`config.mk`:
```
export PLATFORM = sky130hd
export DESIGN_NAME = bypass_pipe
export DESIGN_NICKNAME = d
export VERILOG_FILES = /design/src/rtl/rv_pipe_pkg.sv /design/src/rtl/bypass_match.sv /design/src/rtl/bypass_pipe.sv
export SDC_FILE = /design/constraint.sdc
export NUM_CORES = 1
export LEC_CHECK = 0
export ABC_CLOCK_PERIOD_IN_PS = 2600
export BUFFER_PORTS_ARGS = -buffer_cell sky130_fd_sc_hd__buf_2
export CORE_UTILIZATION = 50
export DETAILED_ROUTE_END_ITERATION = 16
export GPL_TIMING_DRIVEN = 0
export PLACE_DENSITY = 0.82
export SYNTH_ARGS = -nofsm -noshare
export SYNTH_HDL_FRONTEND = slang
export SYNTH_SLANG_ARGS = --single-unit
```
`constraint.sdc`:
```
create_clock -name clk -period 2.6 [get_ports clk]
set_clock_uncertainty 0.2 [all_clocks]
set_input_delay 0.39 -clock clk [delete_from_list [all_inputs] [get_ports clk]]
set_output_delay 0.39 -clock clk [all_outputs]
set_load 0.03 [all_outputs]
```
`src/rtl/rv_pipe_pkg.sv`:
```
// rtl/rv_pipe_pkg.sv - shared types and constants for the result/bypass pipeline
//
// Purpose : default data/register widths, the per-stage destination record
//           and the hard-wired zero register address.
// Ports   : none (package).

package rv_pipe_pkg;

   localparam int DEF_XLEN   = 32;
   localparam int DEF_REG_AW = 5;

   // x0 is hard-wired: never forwarded, never written back.
   localparam logic [DEF_REG_AW-1:0] REG_ZERO = '0;

   // One in-flight destination record. ready = 0 marks a load whose data
   // has not been merged yet.
   typedef struct packed {
      logic                  valid;
      logic                  we;
      logic                  ready;
      logic [DEF_REG_AW-1:0] rd;
      logic [DEF_XLEN-1:0]   data;
   } pipe_rec_t;

endpackage

```
`src/rtl/bypass_match.sv`:
```
// rtl/bypass_match.sv - single-port priority forwarding match over all stages
//
// Purpose : scans the pipeline records youngest (stage 0) to oldest and
//           reports the first record that writes rs_addr.
// Ports   : recs    in   STAGES pipeline records
//           rs_addr in   REG_AW lookup address
//           hit     out  youngest match is ready, data valid
//           stall   out  youngest match still waits for load data
//           data    out  XLEN forwarded data (0 unless hit)

module bypass_match
   import rv_pipe_pkg::*;
#(
   parameter int XLEN   = DEF_XLEN,
   parameter int REG_AW = DEF_REG_AW,
   parameter int STAGES = 3
) (
   input  pipe_rec_t         recs [STAGES],
   input  logic [REG_AW-1:0] rs_addr,
   output logic              hit,
   output logic              stall,
   output logic [XLEN-1:0]   data
);

   logic found;

   // Only the youngest match decides the result: an older ready copy must
   // not hide a younger load that has not returned yet.
   always_comb begin
      hit   = 1'b0;
      stall = 1'b0;
      data  = '0;
      found = 1'b0;
      for (int k = 0; k < STAGES; k++) begin
         if (!found && recs[k].valid && recs[k].we &&
             (recs[k].rd == rs_addr) && (rs_addr != REG_ZERO)) begin
            found = 1'b1;
            if (recs[k].ready) begin
               hit  = 1'b1;
               data = recs[k].data;
            end else begin
               stall = 1'b1;
            end
         end
      end
   end

endmodule

```
`src/rtl/bypass_pipe.sv`:
```
// rtl/bypass_pipe.sv - parametrised EX-to-WB result pipeline with priority forwarding
//
// Purpose : carries destination records from EX to writeback with per-stage
//           flush, global stall and late load-data merge; serves NREAD
//           forwarding lookups with a data-not-ready stall indication.
// Option  : BYPASS_PERF_CNT_EN adds saturating hit/stall counters and a
//           simulation check that no unready record leaves LATE_STAGE.
// Ports   : clk, rst_n                     clock, async active-low reset
//           stall_i                        hold every stage, drop in_*
//           flush_i[STAGES]                clear valid of stage k
//           in_valid/rd/we/ready/data_i    record entering stage 0
//           late_we_i, late_data_i         load data for LATE_STAGE
//           rs_addr_i[NREAD*REG_AW]        lookup addresses
//           fwd_hit_o, fwd_stall_o[NREAD]  lookup results
//           fwd_data_o[NREAD*XLEN]         forwarded data
//           wb_we_o, wb_rd_o, wb_data_o    register-file write
//           hit_cnt_o, stall_cnt_o         (BYPASS_PERF_CNT_EN only)

module bypass_pipe
   import rv_pipe_pkg::*;
#(
   parameter int XLEN       = DEF_XLEN,
   parameter int REG_AW     = DEF_REG_AW,
   parameter int STAGES     = 3,
   parameter int NREAD      = 2,
   parameter int LATE_STAGE = 1
) (
   input  logic                    clk,
   input  logic                    rst_n,
   input  logic                    stall_i,
   input  logic [STAGES-1:0]       flush_i,
   input  logic                    in_valid_i,
   input  logic [REG_AW-1:0]       in_rd_i,
   input  logic                    in_we_i,
   input  logic                    in_ready_i,
   input  logic [XLEN-1:0]         in_data_i,
   input  logic                    late_we_i,
   input  logic [XLEN-1:0]         late_data_i,
   input  logic [NREAD*REG_AW-1:0] rs_addr_i,
   output logic [NREAD-1:0]        fwd_hit_o,
   output logic [NREAD-1:0]        fwd_stall_o,
   output logic [NREAD*XLEN-1:0]   fwd_data_o,
`ifdef BYPASS_PERF_CNT_EN
   output logic [31:0]             hit_cnt_o,
   output logic [31:0]             stall_cnt_o,
`endif
   output logic                    wb_we_o,
   output logic [REG_AW-1:0]       wb_rd_o,
   output logic [XLEN-1:0]         wb_data_o
);

   pipe_rec_t stage_q [STAGES];
   pipe_rec_t stage_d [STAGES];
   pipe_rec_t in_rec;

   always_comb begin
      in_rec       = '0;
      in_rec.valid = in_valid_i;
      in_rec.we    = in_we_i;
      in_rec.ready = in_ready_i;
      in_rec.rd    = in_rd_i;
      in_rec.data  = in_data_i;
   end

   // Next-state: shift or hold, then late merge, then flush. Flush is applied
   // last so it wins over both the shift and the merge for its stage.
   always_comb begin
      stage_d[0] = stall_i ? stage_q[0] : in_rec;
      for (int k = 1; k < STAGES; k++) begin
         stage_d[k] = stall_i ? stage_q[k] : stage_q[k-1];
      end

      // On a shift this is the record arriving in LATE_STAGE; on stall it is
      // the record already parked there.
      if (late_we_i && stage_d[LATE_STAGE].valid && !stage_d[LATE_STAGE].ready) begin
         stage_d[LATE_STAGE].data  = late_data_i;
         stage_d[LATE_STAGE].ready = 1'b1;
      end

      for (int k = 0; k < STAGES; k++) begin
         if (flush_i[k]) begin
            stage_d[k].valid = 1'b0;
         end
      end
   end

   always_ff @(posedge clk or negedge rst_n) begin
      if (!rst_n) begin
         for (int k = 0; k < STAGES; k++) begin
            stage_q[k] <= '0;
         end
      end else begin
         for (int k = 0; k < STAGES; k++) begin
            stage_q[k] <= stage_d[k];
         end
      end
   end

   // Writeback is taken straight from the last stage register.
   assign wb_we_o   = stage_q[STAGES-1].valid && stage_q[STAGES-1].we &&
                      (stage_q[STAGES-1].rd != REG_ZERO);
   assign wb_rd_o   = stage_q[STAGES-1].rd;
   assign wb_data_o = stage_q[STAGES-1].data;

   for (genvar p = 0; p < NREAD; p++) begin : g_port
      bypass_match #(
         .XLEN   (XLEN),
         .REG_AW (REG_AW),
         .STAGES (STAGES)
      ) u_match (
         .recs    (stage_q),
         .rs_addr (rs_addr_i[p*REG_AW +: REG_AW]),
         .hit     (fwd_hit_o[p]),
         .stall   (fwd_stall_o[p]),
         .data    (fwd_data_o[p*XLEN +: XLEN])
      );
   end

`ifdef BYPASS_PERF_CNT_EN
   // One spare bit catches the wrap so the counters can pin at all-ones.
   logic [32:0] hit_sum;
   logic [32:0] stall_sum;

   always_comb begin
      hit_sum   = {1'b0, hit_cnt_o};
      stall_sum = {1'b0, stall_cnt_o};
      for (int p = 0; p < NREAD; p++) begin
         hit_sum   = hit_sum   + 33'(fwd_hit_o[p]);
         stall_sum = stall_sum + 33'(fwd_stall_o[p]);
      end
   end

   always_ff @(posedge clk or negedge rst_n) begin
      if (!rst_n) begin
         hit_cnt_o   <= '0;
         stall_cnt_o <= '0;
      end else begin
         hit_cnt_o   <= hit_sum[32]   ? '1 : hit_sum[31:0];
         stall_cnt_o <= stall_sum[32] ? '1 : stall_sum[31:0];
      end
   end

   // A record still waiting for load data must not move past LATE_STAGE;
   // a flush of the destination stage discards it and is harmless.
   late_ready_chk : assert property (@(posedge clk) disable iff (!rst_n)
      !(!stall_i && stage_q[LATE_STAGE].valid && !stage_q[LATE_STAGE].ready &&
        !flush_i[LATE_STAGE+1]));
`endif

endmodule

```
==> impl_metrics.tcl <==
set metrics [dict create \
    cp-end-kind "primary output" \
    cp-start-kind "flop" \
    cts_buffers 17 \
    yosys-top-cells-area "dfrtp_1 (44%), mux2_2 (14%), a221o_1 (6.5%), mux2i_1 (5.4%), buf_4 (4.5%)" \
    failed_checks "setup timing" \
    clockRootBuffer "clkbuf_16" \
    grt_max_degree 65 \
    post-place-ws_ns -0.690 \
    yosys.area.top_type "dfrtp_1" \
    total_power_mw 6.18 \
    crit_slowest_cell "dfrtp_1" \
    syn_area_per_cell_um2 11.2 \
    worstPathArrival_ns 2.54 \
    drt_iter0_drc 591 \
    timing.rr.start "stage_q[117]" \
    ir_worst_vdd_mv 0.488 \
    wl_per_cell_um 21.3 \
    path_common_cell "buf_6" \
    outcome "finished with violations" \
    drt-pass1-iter-count 7 \
    ys_ff_latch 120 \
    die_h_um 119 \
    dp.final_hpwl_um 14000 \
    vias 6342 \
    cp.required_ns 2.01 \
    antenna_found_initial 1 \
    synth_enable_flop_cells 0 \
    final-setup-viol-count 68 \
    timing.final.ws_setup_ns -0.534 \
    grt_pass1_vias 6158 \
    dieArea_mm2 0.0141 \
    endpoint "fwd_data_o[0]" \
    dieWidth_um 119 \
    hold_class "in2reg" \
    r2r_slack_ns 0.19 \
    fmax_mhz 319 \
    area_growth_pct 47.1 \
    via_per_inst 5.91 \
    tightest_slew_ns 0.850 \
    grt.overflow.total 0 \
    drive_gt1_frac 0.504 \
    grt_pass1_wl_um 34200 \
    htreeDepth 4 \
    cpPeakStageDelay_ns 0.44 \
    fin_util 0.755 \
    wirelength_um 22900 \
    ys_seq_area_frac 0.440 \
    fin_nets 974 \
    start_util 0.514 \
    ys.warnings.count 0 \
    crit_chain "xnor2_1 -> nand3_1 -> a211oi_4 -> buf_12 -> nor3_4 -> buf_6 -> buf_8 -> a221o_1 -> buf_6" \
    finalHoldViolCount 0 \
    fin_crit_sh 1.21 \
    leakage_nw 4.93 \
    cts_tree "done" \
    syn_nets 699 \
    criticalPathCategory "reg2out" \
    cellPowerDensity_mw_per_mm2 616 \
    yosysUniqueCellTypes 39 \
    io_buffers 193 \
    core-area_mm2 0.0133 \
    async_flop_share 1.00 \
    clkSinkCount 120 \
    ios 195 \
    synth_area_mm2 0.00683 \
    ys.flop_type "dfrtp_1" \
    routabilityCongestion 0.865 \
    maxCapViolCount 0 \
    track_usage 0.321 \
    rows 42 \
    rsz0062_at_grt "yes" \
    synthCells 610 \
    fin_crit_ns 3.13 \
    worstReg2RegEnd "stage_q[44]" \
    clk_pin_slew_worst_paths_ns 0.05 \
    insertion_delay_ns 0.42 \
    clock_path_buffers 2 \
    netlist.area_leader.share 0.440 \
    relSlewSlack 0.433 \
    crit_fanout 6 \
    postRouteAntennaNets 0 \
    r2r_cells 7 \
    maxSlewViolCount 0 \
    crit_path_start "stage_q[114]" \
    drt_drc_violations_left 0 \
]
## critical path: cells and delay by family (launching register included)
| kind | cells | cell delay (ns) |
|---|---|---|
| buffers and inverters | 4 | 0.58 |
| AOI/OAI and AO/OA | 2 | 0.65 |
| and+or+nand+nor | 2 | 0.21 |
| xor gates and xnor gates | 1 | 0.23 |
| DFF | 1 | 0.44 |
## sequential cells by signal, indices dropped and copies added (netlist names)
name and count:
wb_data_o 32, wb_rd_o 5, stage_q 83
## cells in the mapped netlist (19+ instances only)
master,count
a21o_1,19
a21oi_1,36
a221o_1,44
a32o_1,20
and3_1,45
buf_4,41
clkbuf_1,27
dfrtp_1,120
mux2_2,83
mux2i_1,37
nor2_1,40
xnor2_1,19
## logic make-up after synthesis
family	share of synthesized area
flops	0.440
compound gates	0.154
xor+xnor	0.0346
buf+inv	0.0760
mux	0.191
simple gates	0.104
## cell type report
| class | instances | area [um2] |
|---|---|---|
| clock inverter | 9 | 75.1 |
| buffer | 81 | 598 |
| sequential | 120 | 3010 |
| tap | 176 | 220 |
| multi-input combinational | 403 | 3540 |
| fill | 885 | 3250 |
| clock buffer | 22 | 474 |
| inverter | 1 | 3.75 |
| timing repair buffer | 261 | 2110 |
| antenna | 1 | 2.50 |
## worst min path at each step
stage                startpoint      endpoint  slack [ns]  depth (start not counted)
global route         in_rd_i[3]  stage_q[115]       0.005                          2
finish               in_rd_i[3]  stage_q[115]       0.004                          2
CTS                  in_rd_i[3]  stage_q[115]       0.001                          2
detailed placement        rst_n  wb_data_o[8]        0.20                          1
floorplan                 rst_n  stage_q[100]       -0.11                          0
global placement    stage_q[37]   stage_q[37]        0.30                          2
## layer usage
metal	GRT usage	part of all wire	vias up
li1	-	-	2799
met1	0.420	0.40	3144
met2	0.533	0.50	360
met3	0.0627	0.076	39
met4	0.114	0.022	0
met5	0	0	-
## layout by cell type, fill, tap and decap left out, types with 2 or more instances in the layout
| cell | count |
|---|---|
| clkbuf_2 | 2 |
| a32o_1 | 20 |
| a221o_1 | 44 |
| dfrtp_1 | 113 |
| clkinv_2 | 6 |
| buf_8 | 7 |
| a21oi_1 | 36 |
| nand3_2 | 4 |
| xnor2_2 | 7 |
| buf_2 | 124 |
| nor3_4 | 4 |
| clkbuf_8 | 7 |
| nor4_4 | 4 |
| a211o_1 | 2 |
| nand2_1 | 7 |
| clkbuf_1 | 18 |
| and3_1 | 45 |
| nor4b_4 | 2 |
| xor2_1 | 8 |
| dlygate4sd3_1 | 23 |
| buf_4 | 62 |
| clkbuf_16 | 18 |
| nor2_1 | 40 |
| nand4_1 | 4 |
| clkinvlp_4 | 2 |
| a21o_1 | 19 |
| nand3_1 | 3 |
| mux2_2 | 83 |
| mux2i_1 | 37 |
| buf_16 | 2 |
| or2_4 | 2 |
| dfrtp_2 | 7 |
| buf_6 | 90 |
| xnor2_1 | 11 |
| clkbuf_4 | 3 |
| or3_4 | 2 |
| buf_1 | 7 |
## stage by stage
step,area [um2],cells,hold slack [ns],TNS [ns]
2_1_floorplan,6830,610,-0.106,0
3_3_place_gp,8010,979,0.303,-112.44
3_5_place_dp,8050,980,0.195,-37.89
4_1_cts,9770,1065,0.00131,-28.88
5_1_grt,10000,1074,0.00547,-35.42
6_report,10000,1074,0.00445,-29.59
## what timing repair did
| item | CTS | global route |
|---|---|---|
| endpoints found under the hold margin | 78 | 0 |
| hold buffers | 23 | 0 |
| endpoints found under the setup margin | 68 | 69 |
| setup buffers | 28 | 15 |
| gates cloned | 5 | 1 |
| resized for setup | 199 | 55 |
| pin swaps | 23 | 28 |
## power breakdown
part / internal, mW / switching, mW / total, mW
combinational: 0.717 / 0.746 / 1.46
clock: 1.37 / 0.846 / 2.22
sequential: 2.17 / 0.335 / 2.50
(Power assumes the default switching activity.)
